## config.mk

```make
export PLATFORM = sky130hd
export DESIGN_NAME = instruction_fetch_flat
export DESIGN_NICKNAME = d
export VERILOG_FILES = /design/src/rtl/instruction_fetch_pkg.sv /design/src/rtl/instruction_fetch_if.sv /design/src/rtl/instruction_fetch_fetch_fifo.sv /design/src/rtl/instruction_fetch.sv /design/src/flat_wrapper.sv
export SDC_FILE = /design/constraint.sdc
export NUM_CORES = 1
export LEC_CHECK = 0
export BUFFER_PORTS_ARGS = -buffer_cell sky130_fd_sc_hd__clkbuf_2
export CORE_UTILIZATION = 40
export CTS_CLUSTER_SIZE = 12
export DETAILED_ROUTE_END_ITERATION = 8
export SYNTH_ARGS = -nofsm -noshare
export SYNTH_HDL_FRONTEND = slang
export SYNTH_SLANG_ARGS = --single-unit
export TNS_END_PERCENT = 50
```

## constraint.sdc

```tcl
create_clock -name clk_i -period 2.57 [get_ports clk_i]
set_input_delay 0.1285 -clock clk_i [delete_from_list [all_inputs] [get_ports clk_i]]
set_output_delay 0.1285 -clock clk_i [all_outputs]
set_load 0.1 [all_outputs]
```

## src/rtl/instruction_fetch_pkg.sv

```systemverilog
// Shared widths and payload types for the instruction fetch unit.
package instruction_fetch_pkg;

  localparam int unsigned DATA_W      = 16;
  localparam int unsigned FETCH_DEPTH = 4;

  typedef logic [DATA_W-1:0] word_t;

  // One prefetched instruction tagged with the PC it was fetched from.
  typedef struct packed {
    word_t instr;
    word_t pc;
  } fetch_entry_t;

endpackage

```

## src/rtl/instruction_fetch_if.sv

```systemverilog
// Instruction memory and decode-side signals of the fetch unit.
interface instruction_fetch_if;
  import instruction_fetch_pkg::*;

  word_t imem_addr;
  word_t imem_data;
  logic  redirect;
  word_t redirect_pc;
  logic  inst_valid;
  logic  inst_ready;
  word_t inst;
  word_t inst_pc;

  modport master (
    output imem_addr, inst_valid, inst, inst_pc,
    input  imem_data, redirect, redirect_pc, inst_ready
  );

  modport slave (
    input  imem_addr, inst_valid, inst, inst_pc,
    output imem_data, redirect, redirect_pc, inst_ready
  );

endinterface

```

## src/rtl/instruction_fetch_fetch_fifo.sv

```systemverilog
// Prefetch FIFO of {instr, pc} entries with synchronous flush.
module fetch_fifo
  import instruction_fetch_pkg::*;
#(
  parameter int unsigned DEPTH = FETCH_DEPTH
) (
  input  logic                       clk_i,
  input  logic                       rst_n_i,
  input  logic                       push_i,
  input  fetch_entry_t               push_entry_i,
  input  logic                       pop_i,
  input  logic                       flush_i,
  output logic [$clog2(DEPTH+1)-1:0] count_o,
  output fetch_entry_t               head_o
);

  localparam int unsigned PTR_W = (DEPTH > 1) ? $clog2(DEPTH) : 1;
  localparam int unsigned CNT_W = $clog2(DEPTH + 1);

  fetch_entry_t           mem_q [DEPTH];
  logic [PTR_W-1:0]       wr_ptr_q, wr_ptr_d;
  logic [PTR_W-1:0]       rd_ptr_q, rd_ptr_d;
  logic [CNT_W-1:0]       count_q, count_d;

  // Pointer and occupancy update; flush empties the queue.
  always_comb begin
    wr_ptr_d = wr_ptr_q;
    rd_ptr_d = rd_ptr_q;
    count_d  = count_q;
    if (flush_i) begin
      wr_ptr_d = '0;
      rd_ptr_d = '0;
      count_d  = '0;
    end else begin
      if (push_i) wr_ptr_d = wr_ptr_q + PTR_W'(1);
      if (pop_i)  rd_ptr_d = rd_ptr_q + PTR_W'(1);
      case ({push_i, pop_i})
        2'b10:   count_d = count_q + CNT_W'(1);
        2'b01:   count_d = count_q - CNT_W'(1);
        default: count_d = count_q;
      endcase
    end
  end

  // Control state register.
  always_ff @(posedge clk_i) begin
    if (!rst_n_i) begin
      wr_ptr_q <= '0;
      rd_ptr_q <= '0;
      count_q  <= '0;
    end else begin
      wr_ptr_q <= wr_ptr_d;
      rd_ptr_q <= rd_ptr_d;
      count_q  <= count_d;
    end
  end

  // Entry storage; contents need no reset since count gates validity.
  always_ff @(posedge clk_i) begin
    if (push_i && !flush_i) mem_q[wr_ptr_q] <= push_entry_i;
  end

  assign count_o = count_q;
  assign head_o  = mem_q[rd_ptr_q];

endmodule

```

## src/rtl/instruction_fetch.sv

```systemverilog
// Fetch unit: PC generation, one-cycle memory latency tracking, redirect/flush.
module instruction_fetch
  import instruction_fetch_pkg::*;
#(
  parameter int unsigned DEPTH    = FETCH_DEPTH,
  parameter word_t       RESET_PC = DATA_W'(0)
) (
  input  logic                 clk_i,
  input  logic                 rst_n_i,
  instruction_fetch_if.master  bus
);

  localparam int unsigned CNT_W = $clog2(DEPTH + 1);
  localparam int unsigned OCC_W = CNT_W + 1;

  word_t            fetch_pc_q, fetch_pc_d;
  word_t            inflight_pc_q, inflight_pc_d;
  logic             inflight_q, inflight_d;
  logic [CNT_W-1:0] count;
  logic [OCC_W-1:0] occupancy;
  logic             issue;
  logic             push;
  logic             pop;
  fetch_entry_t     head;
  fetch_entry_t     push_entry;

  // Issue/response/pop decisions and next PC; redirect overrides issue.
  always_comb begin
    fetch_pc_d    = fetch_pc_q;
    inflight_pc_d = inflight_pc_q;
    inflight_d    = 1'b0;
    occupancy     = OCC_W'(count) + OCC_W'(inflight_q);
    issue         = !bus.redirect && (occupancy < OCC_W'(DEPTH));
    push          = inflight_q && !bus.redirect;
    pop           = bus.inst_valid && bus.inst_ready && !bus.redirect;
    push_entry    = '{instr: bus.imem_data, pc: inflight_pc_q};
    if (bus.redirect) begin
      fetch_pc_d = bus.redirect_pc;
    end else if (issue) begin
      inflight_d    = 1'b1;
      inflight_pc_d = fetch_pc_q;
      fetch_pc_d    = fetch_pc_q + DATA_W'(1);
    end
  end

  // PC and inflight tracking registers.
  always_ff @(posedge clk_i) begin
    if (!rst_n_i) begin
      fetch_pc_q    <= RESET_PC;
      inflight_q    <= 1'b0;
      inflight_pc_q <= '0;
    end else begin
      fetch_pc_q    <= fetch_pc_d;
      inflight_q    <= inflight_d;
      inflight_pc_q <= inflight_pc_d;
    end
  end

  fetch_fifo #(.DEPTH(DEPTH)) u_fifo (
    .clk_i        (clk_i),
    .rst_n_i      (rst_n_i),
    .push_i       (push),
    .push_entry_i (push_entry),
    .pop_i        (pop),
    .flush_i      (bus.redirect),
    .count_o      (count),
    .head_o       (head)
  );

  assign bus.imem_addr  = fetch_pc_q;
  assign bus.inst_valid = (count != '0);
  assign bus.inst       = head.instr;
  assign bus.inst_pc    = head.pc;

  // Occupancy including the outstanding request never exceeds the FIFO.
  a_count_le_depth : assert property (@(posedge clk_i) disable iff (!rst_n_i)
    count <= CNT_W'(DEPTH));
  a_occ_le_depth : assert property (@(posedge clk_i) disable iff (!rst_n_i)
    occupancy <= OCC_W'(DEPTH));

endmodule

```

## src/flat_wrapper.sv

```systemverilog
// flat-port wrapper written by rule: the top's interface ports become plain ports
module instruction_fetch_flat import instruction_fetch_pkg::*;
#(
  parameter int unsigned DEPTH    = FETCH_DEPTH,
  parameter word_t       RESET_PC = DATA_W'(0)
)
  (clk_i, rst_n_i, bus_imem_addr, bus_inst_valid, bus_inst, bus_inst_pc, bus_imem_data, bus_redirect, bus_redirect_pc, bus_inst_ready);
  instruction_fetch_if bus_i ();
  input  logic clk_i;
  input  logic rst_n_i;
  output wire logic [$bits(bus_i.imem_addr)-1:0] bus_imem_addr;
  output wire logic [$bits(bus_i.inst_valid)-1:0] bus_inst_valid;
  output wire logic [$bits(bus_i.inst)-1:0] bus_inst;
  output wire logic [$bits(bus_i.inst_pc)-1:0] bus_inst_pc;
  input wire logic [$bits(bus_i.imem_data)-1:0] bus_imem_data;
  input wire logic [$bits(bus_i.redirect)-1:0] bus_redirect;
  input wire logic [$bits(bus_i.redirect_pc)-1:0] bus_redirect_pc;
  input wire logic [$bits(bus_i.inst_ready)-1:0] bus_inst_ready;
  assign bus_imem_addr = bus_i.imem_addr;
  assign bus_inst_valid = bus_i.inst_valid;
  assign bus_inst = bus_i.inst;
  assign bus_inst_pc = bus_i.inst_pc;
  assign bus_i.imem_data = bus_imem_data;
  assign bus_i.redirect = bus_redirect;
  assign bus_i.redirect_pc = bus_redirect_pc;
  assign bus_i.inst_ready = bus_inst_ready;
  instruction_fetch #(.DEPTH(DEPTH), .RESET_PC(RESET_PC)) u_core (.clk_i(clk_i), .rst_n_i(rst_n_i), .bus(bus_i));
endmodule
```

* After elaboration in Yosys (flattened, before gate mapping)
Memories as Yosys holds them, arrays and structs flattened. A register that Yosys moved wholly into a read port is not among the register bits.
Cells that the tools add are included.
** Word-level totals
- Latch bits :: 0
- RAM bits :: 128
- Memories :: 1
- Register bits :: 40
- Output and inout bits :: 49
- Input port bits :: 36
- Memory bits (read-only) :: 0
** Memory list
- u_core.u_fifo.mem_q :: depth 4, width 32, rd ports 1, clocked after memory_dff 1, write ports 1, line instruction_fetch_fetch_fifo.sv:20 : fetch_entry_t mem_q [DEPTH];
** Cells by class
- Magnitude comparators :: 1
- Multipliers :: 0
- Div/mod/pow operators :: 0
- Equality and inequality tests :: 2
- $add $sub $neg :: 6
- Multiplexer cells :: 8
- Shift operators :: 0
- Bitwise logic cells :: 2
- Reductions and logical operators :: 11
** Operators by type and width (number)
- $mux W16 :: 2
- $add A16 B1 Y16 const B :: 1
- $pmux W3 S2 :: 1
- $logic_and A1 B1 Y1 :: 5
- $add A2 B1 Y2 const B :: 2
- $add A3 B1 Y4 :: 1
- $lt A4 B3 Y1 const B :: 1
- $mux W2 :: 2
- $reduce_bool A2 Y1 :: 2
- $add A3 B1 Y3 const B :: 1
- $mux W1 :: 3
- $reduce_bool A3 Y1 :: 1
- $sub A3 B1 Y3 const B :: 1
- $eq A2 B1 Y1 const B :: 1
- $eq A2 B2 Y1 const B :: 1
- $not A1 Y1 :: 2
- $reduce_and A2 Y1 :: 1
- $reduce_or A2 Y1 :: 1
- $logic_not A1 Y1 :: 1

* Depth between registers and ports, before layout
Gate-level depths: netlist of the first run.
- Depth in word-level cells :: 5
- Gate-level depth with buffers :: 9
- Gate-level depth less buffers :: 8

* Cells and area by module
Synthesis of the first run repeated with hierarchy kept, for this count alone.
** Second synthesis, totals
- Cell total of the unflattened synthesis :: 388
- Area total of the unflattened synthesis :: 6603.8 um^2
** Modules (own cells, without submodules)
- fetch_fifo :: instances 1, cells each 210, seq. area each 4023.9 um^2, area an instance 5081.1 um^2
- instruction_fetch :: instances 1, cells each 178, seq. area each 660.6 um^2, area an instance 1522.7 um^2

* Worst setup path before layout of the first run
OpenSTA, ideal clock, no wires.
- Path type :: register to register
- From :: register u_core.u_fifo.count_q[0] (netlist: u_core.u_fifo.count_o[0])
- To :: register u_core.u_fifo.count_q[2] (netlist: u_core.u_fifo.count_o[2])
- Stages on the path, launching flop included :: 9
- Data required time :: 2498 ps
- Buffers on the path :: 0
- Setup slack :: -116 ps
- Arrival :: 2614 ps
- Path through :: dfxtp_1 -> or3_1 -> and3_1 -> ha_1 -> inv_1 -> fa_1 -> xor2_1 -> or3_1 -> a21oi_1
** Between the ends
- Cells in the longest elaborated chain, start to end :: 5
** RTL lines
- start, declared :: line instruction_fetch_fetch_fifo.sv:23 : logic [CNT_W-1:0] count_q, count_d;
- start signal, assigned :: line instruction_fetch_fetch_fifo.sv:54 : count_q <= count_d;
- $reduce_bool A3 Y1 * :: line instruction_fetch.sv:71 : assign bus.inst_valid = (count != '0);
- via bus_inst_valid :: line flat_wrapper.sv:12 : output wire logic [$bits(bus_i.inst_valid)-1:0] bus_inst_valid;
- $logic_and A1 B1 Y1 * (2 in a row) :: line instruction_fetch.sv:35 : pop = bus.inst_valid && bus.inst_ready && !bus.redirect;
- via u_core.pop :: line instruction_fetch.sv:23 : logic pop;
- $eq A2 B1 Y1 or $eq A2 B2 Y1 (tied branches) :: line instruction_fetch_fetch_fifo.sv:37 : case ({push_i, pop_i})
- $pmux W3 S2 or $reduce_bool A2 Y1 (tied branches)
Mark *: on every way through the listed nets, which the timed path passes. The rest lies on a longest branch.
A chain may end at the register's enable or synchronous reset.

==> impl_metrics.py, run 1 <==
metrics = {
    "layout": {
        "nets": 559,
        "drive_above_1_share_pct": 30.6,
        "area_delta_synth_final_pct": 23.0,
        "fin_cells": 745,
        "antennaDiodeCount": 0,
    },
    "timing": {
        "max_freq_ghz": 0.432,
        "rsz0062_at_grt": "false",
        "totalNegativeSetupSlack_ns": 0,
        "setup_viol": 0,
        "clock-skew-final_ns": 0.00788,
        "worst_pin_slew_ns": 0.576,
        "slew_violations": 0,
        "max_slew_margin_pct": 61.5,
        "post-route-min-period_ns": 2.32,
        "period_share_pct": 90.1,
        "hold_ws_ns": 0.0362,
        "hold_viol_final": 0,
    },
    "global_route": {
        "grt-ovfl-total": 0,
        "grt_usage_pct": 15.7,
        "grt_max_degree": 34,
        "grt_pass1_vias": 3772,
        "grt_pass1_wl_mm": 19.5,
        "antenna_found_initial": 0,
    },
    "synth": {
        "ys_types": 43,
        "synth_ff_type": "edfxtp_1",
        "ys_top_cells_by_count": "edfxtp_1 (128), dfxtp_1 (42), nand2_1 (41)",
        "syn-cell-area_sq_mm": 0.00659,
        "ys_ff_latch": 170,
        "synth_largest_area_cell": "edfxtp_1",
        "yosysSeqAreaShare_pct": 71.1,
        "synth_edf_count": 128,
        "yosys_warnings": 0,
        "yosysMostFrequentCell": "edfxtp_1",
        "synthCells": 396,
        "avgSynthCellArea_sq_um": 16.6,
        "synthDominantCellAreaShare_pct": 58.3,
        "synth-async-reset-ratio_pct": 0,
        "synthesis.nets": 439,
        "synthTopCellsByArea": "edfxtp_1 (58%), dfxtp_1 (13%), mux4_2 (11%)",
    },
    "clock_tree": {
        "cts_tree": "done",
        "ctsRootBufferMaster": "clkbuf_16",
        "cts_buffer_depth": 2,
        "cts-buffers-inserted": 17,
        "post_cts_resized": 0,
        "clock_sinks": 170,
        "clk_pin_slew_ns": 0.06,
        "h-tree-depth": 4,
        "clk-insertion-delay-late_ns": 0.41,
    },
    "drt": {
        "dr.pass1.iters": 4,
        "route.detailed.drc": 0,
        "vias_per_cell": 4.97,
        "wl_per_cell_microns": 16.5,
        "final_antenna_net_count": 0,
        "drt_iter0_drc": 274,
        "routed_wl_mm": 12.3,
        "dr_total_vias": 3701,
    },
    "setup_path": {
        "required_ns": 2.44,
        "crit_path_start_kind": "register",
        "r2r-start": "u_core.u_fifo.count_o[1]",
        "path_max_fanout": 14,
        "reg2reg_depth": 8,
        "cp.arrival_ns": 2.19,
        "end_kind": "primary output",
        "crit_type": "reg2out",
    },
    "worst_hold_path": {
        "min_path_cells": 3,
        "worstHoldStart": "bus_redirect_pc[15]",
        "hold_path_class": "in2reg",
    },
    "power_and_ir_drop": {
        "pwr_density_cell_mw_per_mm2": 727,
        "leakage_nw": 2.87,
        "fin_total_pwr_mw": 5.90,
        "worst_ir_drop_vdd_mv": 0.466,
    },
    "place": {
        "dp_cells": 688,
        "io_buffers": 84,
        "routabilityCongestion": 0.778,
        "hpwlAfterDp_mm": 7.72,
    },
    "floorplanning": {
        "die-area_sq_mm": 0.0170,
        "start_util_pct": 41.2,
        "fp.dieH_microns": 130,
        "die_w_microns": 130,
        "core_sq_mm": 0.0160,
        "pin_count": 85,
        "std_cell_rows": 46,
    },
    "status": {
        "outcome": "complete, no violations",
    },
    "run": {
        "max_cap_violations": 0,
    },
}
[flip-flops by register name, summed over array words and instances, names as in the netlist, named ones only]
register,flops
u_core.u_fifo.rd_ptr_q,2
u_core.inflight_q,1
u_core.u_fifo.mem_q,128
u_core.u_fifo.wr_ptr_q,2
u_core.u_fifo.count_o,3
u_core.inflight_pc_q,16
u_core.bus.imem_addr,16
[placed cells by master, fill, tap and decap left out, types with 9 or more instances in the layout]
cell / instances
edfxtp_1: 128
clkbuf_2: 84
nand2_1: 41
dfxtp_1: 40
mux4_2: 32
dlygate4sd3_1: 25
clkbuf_16: 17
o21ai_0: 13
nor2_1: 11
inv_1: 10
a21boi_1: 10
clkbuf_1: 10
xnor2_1: 9
[critical path: stages, from the launching register on]
cell and delay [ns]:
dfxtp_2 0.62, buf_12 0.24, mux4_2 0.53, clkbuf_2 0.39
[per-layer routing]
| layer | part of all wire [%] | track usage [%] | up-vias |
|---|---|---|---|
| li1 | - | - | 1767 |
| met1 | 46 | 19.8 | 1821 |
| met2 | 48 | 26.3 | 108 |
| met3 | 5.6 | 5.21 | 5 |
| met4 | 0.57 | 3.65 | 0 |
| met5 | 0 | 0 | - |
[kinds of logic (layout without fill, tap and decap cells)]
kind of cell | Yosys count | after routing | share of synthesized area, %
DFF | 170 | 170 | 71.1
muxes | 33 | 33 | 11.1
and+or+nand+nor | 93 | 93 | 7.36
xor gates and xnor gates | 13 | 13 | 1.73
AOI/OAI and AO/OA | 53 | 53 | 5.67
buffers and inverters | 27 | 160 | 1.65
adders and majority gates | 7 | 7 | 1.44
[worst paths after layout]
kind,endpoint,slack [ns]
setup / recovery,bus_inst[13],0.25
setup reg to reg,u_core.u_fifo.count_o[2],0.37
hold / removal,u_core.bus.imem_addr[15],0.04
hold reg to reg,u_core.inflight_pc_q[9],0.50
[power by group]
part | switching, mW | internal [mW] | leakage (nW) | total, mW
Sequential | 0.0543 | 3.00 | 1.57 | 3.05
Clock | 0.931 | 1.46 | 0.261 | 2.39
Combinational | 0.339 | 0.119 | 1.04 | 0.458
Total | 1.32 | 4.57 | 2.87 | 5.90
[metrics by stage]
stage                     instance area, sq um  util [%]  setup WS (ns)
after CTS                                 8110      50.7          0.184
after floorplan                           6590         -          0.156
final                                     8110      50.7          0.254
after global routing                      8110      50.7          0.107
after detailed placement                  7310      45.7          0.399
after global placement                    7310      45.7          0.477
[cell type report]
cell class | instances | area, sq um
fillers | 1390 | 7890
flip-flops and latches | 170 | 4690
inverters | 10 | 37.5
clock buffers | 28 | 477
multi-input cells | 199 | 1800
repair buffers | 118 | 763
well taps | 216 | 270
clock inverters | 4 | 72.6
[repair_timing]
item | in CTS | in global routing
hold buffers | 25 | 0
hold endpoints to repair | 73 | 0
setup buffers | 0 | 0
(Power assumes the default switching activity.)
==> run 2, diff against run 1 <==
- RECOVER_POWER: not set -> 50
==> impl_metrics.py, run 2 (synthesis results as in run 1) <==
metrics = {
    "status": {
        "outcome": "complete, no violations",
    },
    "power_and_ir_drop": {
        "pwr-share-clk_pct": 40.6,
        "worst_ir_drop_vdd_mv": 0.485,
        "power_frac_comb_pct": 7.6,
        "p_seq_share_pct": 51.8,
        "leakage_nw": 2.76,
        "pwr_density_cell_mw_per_mm2": 733,
        "switching_power_mw": 1.32,
        "sw_frac_of_total_pct": 22.5,
        "cell_internal_pwr_mw": 4.56,
    },
    "clock_tree": {
        "ctsRootBufferMaster": "clkbuf_16",
        "h-tree-depth": 4,
        "clk_pin_slew_ns": 0.06,
        "cts-buffers-inserted": 17,
        "cts_tree": "done",
        "post_cts_buffers": 0,
        "post_cts_resized": 0,
        "clk-insertion-delay-late_ns": 0.42,
        "clock_sinks": 170,
        "cts_buffer_depth": 2,
    },
    "global_route": {
        "grt_max_degree": 34,
        "antenna_found_initial": 0,
        "grt_pass1_wl_mm": 19.5,
        "grt_pass1_vias": 3772,
        "grt-ovfl-total": 0,
        "grt_usage_pct": 15.7,
    },
    "worst_hold_path": {
        "hold_path_class": "in2reg",
    },
    "timing": {
        "hold_viol_final": 0,
        "max_freq_ghz": 0.429,
        "totalNegativeSetupSlack_ns": 0,
        "slew_violations": 0,
        "setup_viol": 0,
        "clock-skew-final_ns": 0.0135,
        "post-route-min-period_ns": 2.33,
        "rsz0062_at_grt": "false",
        "period_share_pct": 90.6,
        "setup_slack_ns": 0.241,
        "worst_pin_slew_ns": 1.18,
        "max_slew_margin_pct": 22.0,
    },
    "layout": {
        "final_common_cell": "edfxtp_1",
        "antennaDiodeCount": 0,
        "regMostFlops": "u_core.u_fifo.mem_q",
        "multiInputGateArea_sq_mm": 0.00177,
        "area_delta_synth_final_pct": 21.8,
        "nets": 559,
        "drive_above_1_share_pct": 23.4,
        "fill_cells": 1404,
        "regArea_sq_mm": 0.00469,
        "layout_common_cells": "edfxtp_1 (128), clkbuf_2 (51), clkbuf_1 (44), nand2_1 (41), dfxtp_1 (40)",
        "largest_reg_flops": 128,
        "utilization_pct": 50.2,
    },
    "setup_path": {
        "cp.arrival_ns": 2.20,
        "crit_path_start_kind": "register",
        "crit_type": "reg2out",
        "end_kind": "primary output",
        "path_max_fanout": 14,
        "required_ns": 2.44,
    },
    "floorplanning": {
        "pin_count": 85,
        "die-area_sq_mm": 0.0170,
        "std_cell_rows": 46,
        "core_sq_mm": 0.0160,
        "start_util_pct": 41.2,
        "fp.dieH_microns": 130,
        "die_w_microns": 130,
    },
    "place": {
        "io_buffers": 84,
        "pre_cts_slack_ns": 0.399,
        "hpwlAfterDp_mm": 7.72,
        "routabilityCongestion": 0.778,
    },
    "drt": {
        "routed_wl_mm": 12.3,
        "wl_per_cell_microns": 16.5,
        "final_antenna_net_count": 0,
        "route.detailed.drc": 0,
        "dr_total_vias": 3667,
        "drt_iter0_drc": 296,
        "dr.pass1.iters": 4,
        "vias_per_cell": 4.92,
    },
    "run": {
        "max_cap_violations": 0,
    },
}
run 2: cell types whose count changed in the layout (fill, tap and decap cells not counted), sizes merged:
cell    delta
clkbuf     +1
buf        -1
run 2: final cells by class:
type,count,share of cell area [%]
clock buffers,28,5.94
inverters,10,0.467
repair buffers,118,8.94
well taps,216,3.37
clock inverters,4,0.904
flip-flops and latches,170,58.4
multi-input cells,199,22.0
run 2: what timing repair did:
item,4_1_cts,5_1_grt
setup endpoints to repair,0,0
hold buffers,25,0
hold endpoints to repair,73,0
run 2: per-layer routing:
metal  vias up  GRT usage, %  share of wire, %
li1       1768             -                 -
met1      1803          19.8                46
met2        92          26.3                49
met3         4          5.21               4.5
met4         0          3.65              0.42
met5         -             0                 0
run 2: final timing paths:
check	start	end	slack [ns]	cells after the start
setup / recovery	register	bus_inst[13]	0.24	3
hold / removal	bus_redirect_pc[15]	u_core.bus.imem_addr[15]	0.03	3
setup reg to reg	u_core.u_fifo.count_o[1]	u_core.u_fifo.count_o[2]	0.38	8
hold reg to reg	u_core.inflight_pc_q[9]	u_core.inflight_pc_q[9]	0.50	2
run 2: per-stage QoR:
stage	instances	hold slack [ns]	total power, mW	cell area, sq um
after detailed placement	688	0.354	3.54	7310
final	745	0.0329	5.88	8030
after floorplan	396	0.227	3.43	6590
after CTS	745	0.00669	5.95	8110
after global routing	745	0.0373	6.09	8030
after global placement	688	0.344	3.53	7310
run 2: power by group through the flow:
| stage | logic (mW) | clock network, mW | registers (mW) |
|---|---|---|---|
| final | 0.447 | 2.39 | 3.05 |
| after global routing | 0.474 | 2.56 | 3.06 |
| after CTS | 0.461 | 2.44 | 3.05 |
| after detailed placement | 0.429 | 0 | 3.11 |
| after global placement | 0.422 | 0 | 3.10 |
| after floorplan | 0.210 | 0 | 3.22 |
run 2: critical path, cell delays in order (launching register included):
cell and delay [ns]:
dfxtp_2 0.63, buf_12 0.24, mux4_2 0.53, clkbuf_2 0.39
==> run 3, diff against run 2 <==
- CORE_MARGIN: not set -> 3
- clock period: 2.57 -> 2.6 ns (I/O delays scaled with it)
==> impl_metrics.py, run 3 (synthesis results as in run 1) <==
metrics = {
    "timing": {
        "post-route-min-period_ns": 2.17,
        "setup_viol": 0,
        "period_share_pct": 83.4,
        "slew_violations": 0,
        "hold_viol_final": 0,
        "totalNegativeSetupSlack_ns": 0,
        "worst_pin_slew_ns": 1.17,
        "max_freq_ghz": 0.461,
        "clock-skew-final_ns": 0.00813,
        "rsz0062_at_grt": "false",
        "max_slew_margin_pct": 22.2,
    },
    "setup_path": {
        "crit_type": "reg2reg",
        "r2r-start": "u_core.u_fifo.count_o[1]",
        "crit_start": "u_core.u_fifo.count_o[1]",
        "r2r_setup_slack_ns": 0.43,
        "reg2reg_depth": 8,
        "required_ns": 2.95,
        "r2r_end": "u_core.u_fifo.count_o[2]",
        "crit_path_start_kind": "register",
        "end_kind": "register",
        "path_max_fanout": 6,
        "cp.arrival_ns": 2.52,
    },
    "clock_tree": {
        "clk-insertion-delay-late_ns": 0.42,
        "cts-buffers-inserted": 17,
        "cts_tree": "done",
        "post_cts_buffers": 0,
        "clock_sinks": 170,
        "h-tree-depth": 4,
        "clk_pin_slew_ns": 0.06,
        "ctsRootBufferMaster": "clkbuf_16",
        "cts_buffer_depth": 2,
    },
    "place": {
        "place_area_sq_mm": 0.00778,
        "io_buffers": 84,
        "routabilityCongestion": 0.752,
        "hpwlAfterDp_mm": 8.24,
    },
    "layout": {
        "largest_reg_flops": 128,
        "regArea_sq_mm": 0.00469,
        "nets": 559,
        "drive_above_1_share_pct": 25.3,
        "layout_common_cells": "edfxtp_1 (128), nand2_1 (41), dfxtp_1 (41), clkbuf_1 (34), buf_12 (34)",
        "regMostFlops": "u_core.u_fifo.mem_q",
        "area_delta_synth_final_pct": 30.1,
        "fill_cells": 1347,
        "final_common_cell": "edfxtp_1",
        "stdcell_area_sq_mm": 0.00858,
        "multiInputGateArea_sq_mm": 0.00177,
        "antennaDiodeCount": 0,
    },
    "floorplanning": {
        "std_cell_rows": 46,
        "start_util_pct": 41.2,
        "pin_count": 85,
        "die_w_microns": 134,
        "die-area_sq_mm": 0.0181,
        "fp.dieH_microns": 134,
        "core_sq_mm": 0.0160,
    },
    "worst_hold_path": {
        "min_path_cells": 3,
        "worstHoldStart": "bus_redirect_pc[4]",
        "hold_end": "u_core.bus.imem_addr[4]",
        "hold_path_class": "in2reg",
    },
    "drt": {
        "drt_iter0_drc": 277,
        "final_antenna_net_count": 0,
        "route.detailed.drc": 0,
        "vias_per_cell": 5.09,
        "wl_per_cell_microns": 17.4,
        "dr.pass1.iters": 4,
        "dr_total_vias": 3790,
        "routed_wl_mm": 13.0,
    },
    "power_and_ir_drop": {
        "pwr_density_cell_mw_per_mm2": 711,
        "worst_ir_drop_vdd_mv": 0.515,
        "leakage_nw": 2.96,
    },
    "status": {
        "outcome": "complete, no violations",
    },
    "global_route": {
        "antenna_found_initial": 0,
        "grt_pass1_vias": 4101,
        "grt_usage_pct": 15.3,
        "grt_max_degree": 34,
        "grt_pass1_wl_mm": 21.3,
        "grt-ovfl-total": 0,
    },
    "run": {
        "max_cap_violations": 0,
    },
}
run 3: layout make-up:
type / count / share of cell area [%]
clock buffer: 17 / 4.96
clock inverter: 15 / 2.20
inverter: 10 / 0.438
multi-input combinational: 199 / 20.6
sequential: 170 / 54.6
tap: 216 / 3.15
timing repair buffer: 118 / 14.0
run 3: routing by layer:
layer / wire length [microns] / track usage, %
met1: 5790 / 20.1
met2: 6330 / 24.8
met3: 731 / 4.88
met4: 106 / 4.41
met5: 0 / 0
run 3: through the flow:
| stage | total power, mW | util [%] | setup slack, ns | hold slack [ns] | std cells |
|---|---|---|---|---|---|
| after floorplan | 3.39 | - | 0.186 | 0.229 | 396 |
| after global placement | 3.53 | 48.7 | 0.523 | 0.347 | 687 |
| after detailed placement | 3.55 | 48.7 | 0.432 | 0.356 | 687 |
| after CTS | 6.18 | 54.1 | 0.418 | 0.00882 | 745 |
| after global routing | 6.31 | 53.6 | 0.281 | 0.0208 | 745 |
| final | 6.10 | 53.6 | 0.431 | 0.0327 | 745 |
run 3: worst max-delay path by stage:
stage	end	slack, ns	cells after the start
floorplan	u_core.u_fifo.count_o[2]	0.19	8
global placement	u_core.u_fifo.count_o[2]	0.52	8
detailed placement	u_core.u_fifo.count_o[2]	0.43	8
CTS	u_core.u_fifo.count_o[2]	0.42	8
global route	u_core.u_fifo.count_o[2]	0.28	8
finish	u_core.u_fifo.count_o[2]	0.43	8
run 3: report_power, final:
group / internal, mW / switching (mW)
Combinational: 0.149 / 0.341
Clock: 1.53 / 1.07
Sequential: 2.96 / 0.0537
Total: 4.64 / 1.46
run 3: what timing repair did:
item,in CTS,in global routing
hold buffers,26,0
hold endpoints to repair,74,0
resized for setup,0,0
run 3: critical path, stage by stage (launching register included):
cell and delay [ns]:
dfxtp_1 0.36, or3_2 0.52, and3_1 0.23, ha_1 0.23, inv_1 0.07, fa_1 0.17
xor2_1 0.08, or3_1 0.31, a21oi_1 0.14
